===== src/rtl/keystream_scheduler.sv =====
// keystream_scheduler
//   Sequences one chaos-based encryption pass per pixel: pulses the three
//   chaotic map generators, collects their per-map valids, waits out the
//   mixer pipeline, captures the keystream byte and XORs it with one
//   plaintext pixel. The first WARMUP keystream bytes of a frame are dropped.
//
// Ports
//   clk, rst        clock (rising edge), asynchronous active-high reset
//   start, abort    frame start pulse (IDLE/DONE only); abort level -> IDLE
//   gen_step        one-cycle advance pulse to all three maps
//   gen_valid[2:0]  per-map output valid, held until the next gen_step
//   mix_ks[7:0]     low byte of mixer output
//   pix_in*         plaintext pixel source handshake
//   ct_out/ct_*     ciphertext pixel sink handshake (ct_valid held to ct_ready)
//   busy            high outside IDLE/DONE
//   done            one-cycle pulse after the last pixel of a frame is handed off
//   err             sticky generator timeout, cleared by start or rst
//   pix_count       pixels handed off in the current frame
module keystream_scheduler #(
  parameter int NUM_PIXELS  = 65536,
  parameter int WARMUP      = 16,
  parameter int MIX_LAT     = 2,
  parameter int GEN_TIMEOUT = 255,
  parameter int CNT_W       = 17
) (
  input  logic             clk,
  input  logic             rst,
  input  logic             start,
  input  logic             abort,
  output logic             gen_step,
  input  logic [2:0]       gen_valid,
  input  logic [7:0]       mix_ks,
  input  logic [7:0]       pix_in,
  input  logic             pix_in_valid,
  output logic             pix_in_ready,
  output logic [7:0]       ct_out,
  output logic             ct_valid,
  input  logic             ct_ready,
  output logic             busy,
  output logic             done,
  output logic             err,
  output logic [CNT_W-1:0] pix_count
);

  localparam int WW = (WARMUP > 0) ? $clog2(WARMUP + 1) : 1;
  localparam int TW = $clog2(GEN_TIMEOUT + 1);

  localparam logic [WW-1:0]    WARM_INIT = WW'(WARMUP);
  localparam logic [TW-1:0]    TO_LAST   = TW'(GEN_TIMEOUT - 1);
  localparam logic [CNT_W-1:0] PIX_LAST  = CNT_W'(NUM_PIXELS - 1);

  typedef enum logic [2:0] {
    S_IDLE, S_STEP, S_WAIT, S_MIX, S_XFER, S_OUT, S_DONE
  } state_t;

  state_t state_q, state_d;

  logic [2:0]         vlat;       // sticky per-map valids for the current step
  logic [TW-1:0]      tcnt;       // WAIT_GEN cycles spent on the current step
  logic [WW-1:0]      warm;       // keystream bytes still to discard
  logic [MIX_LAT-1:0] vld_pipe;   // one-hot walk through the mixer latency
  logic [7:0]         ks;

  logic all_vld, to_hit, mix_last, last_pix;

  // Current-cycle valids count so MIX starts the edge after the last bit lands.
  assign all_vld  = &(vlat | gen_valid);
  assign to_hit   = (tcnt == TO_LAST);
  assign mix_last = vld_pipe[MIX_LAT-1];
  assign last_pix = (pix_count == PIX_LAST);

  assign gen_step     = (state_q == S_STEP);
  // Gated by abort so a pixel offered in the aborting cycle is not consumed.
  assign pix_in_ready = (state_q == S_XFER) && !abort;
  assign busy         = (state_q != S_IDLE) && (state_q != S_DONE);

  always_ff @(posedge clk or posedge rst) begin
    if (rst) state_q <= S_IDLE;
    else     state_q <= state_d;
  end

  always_comb begin
    state_d = state_q;
    case (state_q)
      S_IDLE, S_DONE: if (start) state_d = S_STEP;
      S_STEP:         state_d = S_WAIT;
      S_WAIT: begin
        if (all_vld)     state_d = S_MIX;
        else if (to_hit) state_d = S_IDLE;
      end
      S_MIX:          if (mix_last) state_d = (warm != '0) ? S_STEP : S_XFER;
      S_XFER:         if (pix_in_valid) state_d = S_OUT;
      S_OUT:          if (ct_ready) state_d = last_pix ? S_DONE : S_STEP;
      default:        state_d = S_IDLE;
    endcase
    if (abort) state_d = S_IDLE;
  end

  always_ff @(posedge clk or posedge rst) begin
    if (rst) begin
      vlat      <= '0;
      tcnt      <= '0;
      warm      <= '0;
      vld_pipe  <= '0;
      ks        <= '0;
      ct_out    <= '0;
      ct_valid  <= 1'b0;
      done      <= 1'b0;
      err       <= 1'b0;
      pix_count <= '0;
    end else begin
      done <= 1'b0;
      if (abort) begin
        // pix_count and ct_out stay put for post-mortem inspection.
        ct_valid <= 1'b0;
      end else begin
        case (state_q)
          S_IDLE, S_DONE: begin
            if (start) begin
              pix_count <= '0;
              err       <= 1'b0;
              warm      <= WARM_INIT;
            end
          end
          S_STEP: begin
            // Valids seen here belong to the previous iteration.
            vlat <= '0;
            tcnt <= '0;
          end
          S_WAIT: begin
            vlat <= vlat | gen_valid;
            tcnt <= tcnt + 1'b1;
            if (all_vld)     vld_pipe <= MIX_LAT'(1);
            else if (to_hit) err      <= 1'b1;
          end
          S_MIX: begin
            vld_pipe <= vld_pipe << 1;
            if (mix_last) begin
              ks <= mix_ks;
              if (warm != '0) warm <= warm - 1'b1;
            end
          end
          S_XFER: begin
            if (pix_in_valid) begin
              ct_out   <= pix_in ^ ks;
              ct_valid <= 1'b1;
            end
          end
          S_OUT: begin
            if (ct_ready) begin
              ct_valid  <= 1'b0;
              pix_count <= pix_count + 1'b1;
              if (last_pix) done <= 1'b1;
            end
          end
          default: ;
        endcase
      end
    end
  end

endmodule

===== config.mk =====
export PLATFORM = sky130hd
export DESIGN_NAME = keystream_scheduler
export DESIGN_NICKNAME = d
export VERILOG_FILES = /design/src/rtl/keystream_scheduler.sv
export SDC_FILE = /design/constraint.sdc
export NUM_CORES = 1
export LEC_CHECK = 0
export CAP_MARGIN = 20
export CORE_ASPECT_RATIO = 1.2
export CORE_MARGIN = 2
export CORE_UTILIZATION = 47
export CTS_CLUSTER_SIZE = 40
export DETAILED_ROUTE_END_ITERATION = 8
export GPL_TIMING_DRIVEN = 0
export PLACE_DENSITY = 0.73
export SKIP_LAST_GASP = 1
export SLEW_MARGIN = 20
export SYNTH_ARGS = -nofsm -noshare
export SYNTH_HDL_FRONTEND = slang
export SYNTH_SLANG_ARGS = --single-unit
export TNS_END_PERCENT = 10

===== constraint.sdc =====
create_clock -name clk -period 2.15 [get_ports clk]
set_clock_uncertainty 0.05 [all_clocks]
set_input_delay 0.215 -clock clk [delete_from_list [all_inputs] [get_ports clk]]
set_output_delay 0.215 -clock clk [all_outputs]
set_load 0.01 [all_outputs]

==> run summary <==
STA classifies the critical path endpoint as an output pin. Multiplexer cells account for 6.33% of the synthesized area. The number of sinks on the clock net is 57, and the final net count is 419. The run finished, with violations left.

The post-synthesis xor/xnor area fraction was 4.00%. In this run, synthesis inferred 0 flip-flops with an integrated enable. The tools report the final number of setup-violating endpoints as 1.

VDD sags by at most 0.559 mV. Dividing the detail-routed wire length by the instance count gives 15.5 um. The tree is rooted in a clkbuf_8. The first routing iteration left 149 violations.

The maximum frequency from static timing analysis is 453 MHz, and the placer's final routability congestion estimate is 0.863. Entering global routing, the biggest net connects 58 pins. The worst setup slack after layout was -0.0596 ns.

In this run, the clock network consumes 35.1% of the power. 0 antenna diodes ended up in the layout. For this run, the detailed router's first-pass iteration total came to 5. The power consumption is 3.38 mW, and the largest stage delay on the critical path is 0.61 ns. The transition at the pin with the smallest max-transition slack was 0.695 ns; the via count of the first global-routing pass was 2607.

The run gives 0.00409 sq mm as the cell area after layout. Counting flops with an async set or reset pin after synthesis yields a share of 100%. The ratio of routed vias to standard cells is 5.68, and the number of buffers created by CTS is 9. The routed design has 7390 um of wire. The die is 92.4 um tall. The synthesized netlist devotes 20.8% of its cell area to simple gates. The critical path's top delay family is buffers and inverters. Summing the areas of all fa, ha and maj instances in the mapped netlist gives 2.45% of the synthesized area. Per report_power, the sequential group accounts for 38.9% of the total.

The final reports fail on negative setup slack. The number of top-level design ports was 56; the setup TNS after final layout was -0.0596 ns. Counting both buffers and inverters, the worst setup path holds a total of 2. The internal portion of the total power is 2.32 mW. The synthesized netlist occupies a cell area of 0.00306 sq mm.

During synthesis, Yosys emitted a total of 0 warnings. The post-DP HPWL was 5150 um; the synthesized instance count was 316. The horizontal die dimension came out at 77.7 um. The slowest stage of the critical path is the clkdlybuf4s50_1 cell. The arrival time at the worst endpoint is 1.94 ns, and the clock edge transition at the registers on the reported setup and hold paths is 0.07 ns.

For the part of the Yosys area used for sequential elements, the log shows 46.6%. For the final hold slack, the log shows 0.284 ns. Summed over its instances, the top area cell type makes up 46.6% of the synthesized netlist area.

The run gives 0 as the final global-route overflow total. The initial utilization of the core area, before any placement, comes to 48.1%. Combinational cells account for 26.0% of the total power. TritonCTS built the clock tree. The tools report the switching power as 1.06 mW. dfrtp_1 is the most common cell in the netlist.

The worst slew slack as a fraction of its limit was 53.7%; the number of synthesized register bits was 57. The run gives 0.34 ns as the worst-skew pair later-pin latency. The run gives 0 as the count of final max-slew check failures.

Startpoint-to-endpoint class of the critical path: register to output pin. The synthesized design spends more area on one cell type than any other, namely dfrtp_1. The maximum fanout along the worst path is 10, and the clock period minus worst slack is 2.21 ns. The most used flip-flop cell after synthesis is dfrtp_1.

After detailed placement, the total cell area comes to 0.00372 sq mm. The run gives 347 as the net count after synthesis. Of the cells placed in the final design, the portion with a size suffix greater than 1 is 15.8%. The H-tree generated during clock tree synthesis spans 3 levels. Net switching is 31.4% of the power. In the post-synthesis netlist, the biggest area contributors are dfrtp_1 47%, o21ai_0 4.2%, mux2_2 4.0%. From synthesis to final layout, the design area changed by 33.6%.

Type of origin of the critical path: a register. The die covers 0.00718 sq mm. The tools report the area of the core region as 0.00637 sq mm. The min-delay analysis places its worst path in the category input pin to asynchronous set/reset pin. The routed layout has 2714 vias. The reported max-cap violation count came out at 0. Hold repair after CTS inserted 0 buffers. The first global-routing pass estimated 12500 um of wire.

The tools report the initial antenna violation count as 0. In this run the power density over the cells is 827 mW/mm^2. After detailed routing, the number of remaining DRC violations is 0. The signal on the critical path passes through clkbuf_4, nor3b_2, clkdlybuf4s50_1. No sink is reached through more buffers than the 2 on the longest clock path. In this run the core area contains 32 standard-cell rows. After synthesis, the mean cell area works out to 9.69 sq um. For the overall global routing resource usage, the log shows 22.2%.

Setup repair after global routing could not meet its margin everywhere. The count of buffers added on input and output ports is 55. In this run the remaining antenna-violating nets after routing total 0.

Leakage power: 1.74 nW. The main combinational cell family by area after synthesis was simple AND/OR/NAND/NOR gates. Yosys mapped the design onto 47 distinct sky130hd cell types.

The post-synthesis compound-gate area fraction came out at 16.3%. Once layout is complete, the utilization of the core stands at 64.3%. For the worst setup path, the data required time is 1.88 ns. After synthesis, the most frequently instantiated cells are 57 x dfrtp_1, 31 x nand2_1, 26 x o21ai_0.

After layout, the worst path uses 103% of the clock period. Final hold violation count: 0.
-- layer usage --
metal  global-route usage [%]  routed length [um]
met1                     27.4                3130
met2                     36.3                3810
met3                     6.14                 312
met4                     9.52                 140
met5                        0                   0
-- area by class of cell --
class,count,area [sq um]
Buffer,13,66.3
Clock buffer,12,165
Clock inverter,4,73.8
Fill cell,509,2270
Inverter,13,51.3
Multi-Input combinational cell,233,1600
Sequential cell,57,1430
Tap cell,85,106
Timing Repair Buffer,61,597
-- cells by family after synthesis --
logic type,Yosys count
AO/OA/AOI/OAI,80
XOR/XNOR,14
adder cells (fa/ha/maj),6
buffers and inverters,26
flip-flops,57
multiplexers,18
AND/OR/NAND/NOR,115
-- final timing paths --
path	start	to	slack, ns	cells after the start
worst max-delay path	state_q[2]	gen_step	-0.06	3
min in group clk	mix_ks[4]	ks[4]	0.43	2
worst max register to register	pix_count[1]	state_q[0]	0.01	9
worst min-delay path	rst	ks[0]	0.28	2
max in group asynchronous	rst	pix_count[0]	1.27	2
worst min register to register	ct_out[3]	ct_out[3]	0.43	2
-- cell usage in the layout, fill, tap and decap left out, types with 5 or more instances in the layout --
master           Yosys  routed
nor2b_1              5       5
nor2_1              17      16
mux2i_1              7       7
nand2_1             31      31
or4_1                6       6
nand3_1              7       7
inv_1               13      12
o31ai_1             15      15
mux2_2              11      11
xnor2_1              9       8
buf_4                1       7
buf_2                6       6
a21oi_1             18      17
clkbuf_8             0      12
nand4_1             12      12
clkdlybuf4s50_1      0      53
dfrtp_1             57      54
o21ai_0             26      25
xor2_1               5       5
-- worst reg2reg max path: cells and delay by family, from the launching register on --
family / cells / cell delay (ns)
mux: 1 / 0.09
flops: 1 / 0.40
simple gates: 4 / 0.79
fa+ha+maj: 2 / 0.42
compound gates: 2 / 0.27
-- through the flow --
stage               setup WS, ns  instances
global placement          -0.768        456
global route              -0.112        478
floorplan                 0.0412        316
detailed placement        -0.437        456
finish                   -0.0596        478
CTS                       -0.192        473
-- power by group through the flow --
stage          Clock (mW)  Combinational [mW]  Sequential [mW]
4_1_cts              1.21               0.853             1.31
2_1_floorplan           0               0.572             1.30
6_report             1.19               0.880             1.32
3_5_place_dp            0               0.840             1.33
5_1_grt              1.26               0.979             1.33
3_3_place_gp            0               0.823             1.32
-- registers in the layout, indices dropped and copies added, names as in the netlist, 2 cells and up --
register / cells
pix_count: 17
ct_out: 8
ks: 8
tcnt: 8
warm: 5
state_q: 3
vlat: 3
vld_pipe: 2
-- timing repair --
| item | in CTS | in global routing |
|---|---|---|
| setup buffers | 1 | 5 |
| setup endpoints to repair | 10 | 33 |
| resized for setup | 5 | 22 |
| pin swaps | 1 | 5 |
| cloned | 0 | 0 |
Note: power is estimated with default switching activity, not from simulation.
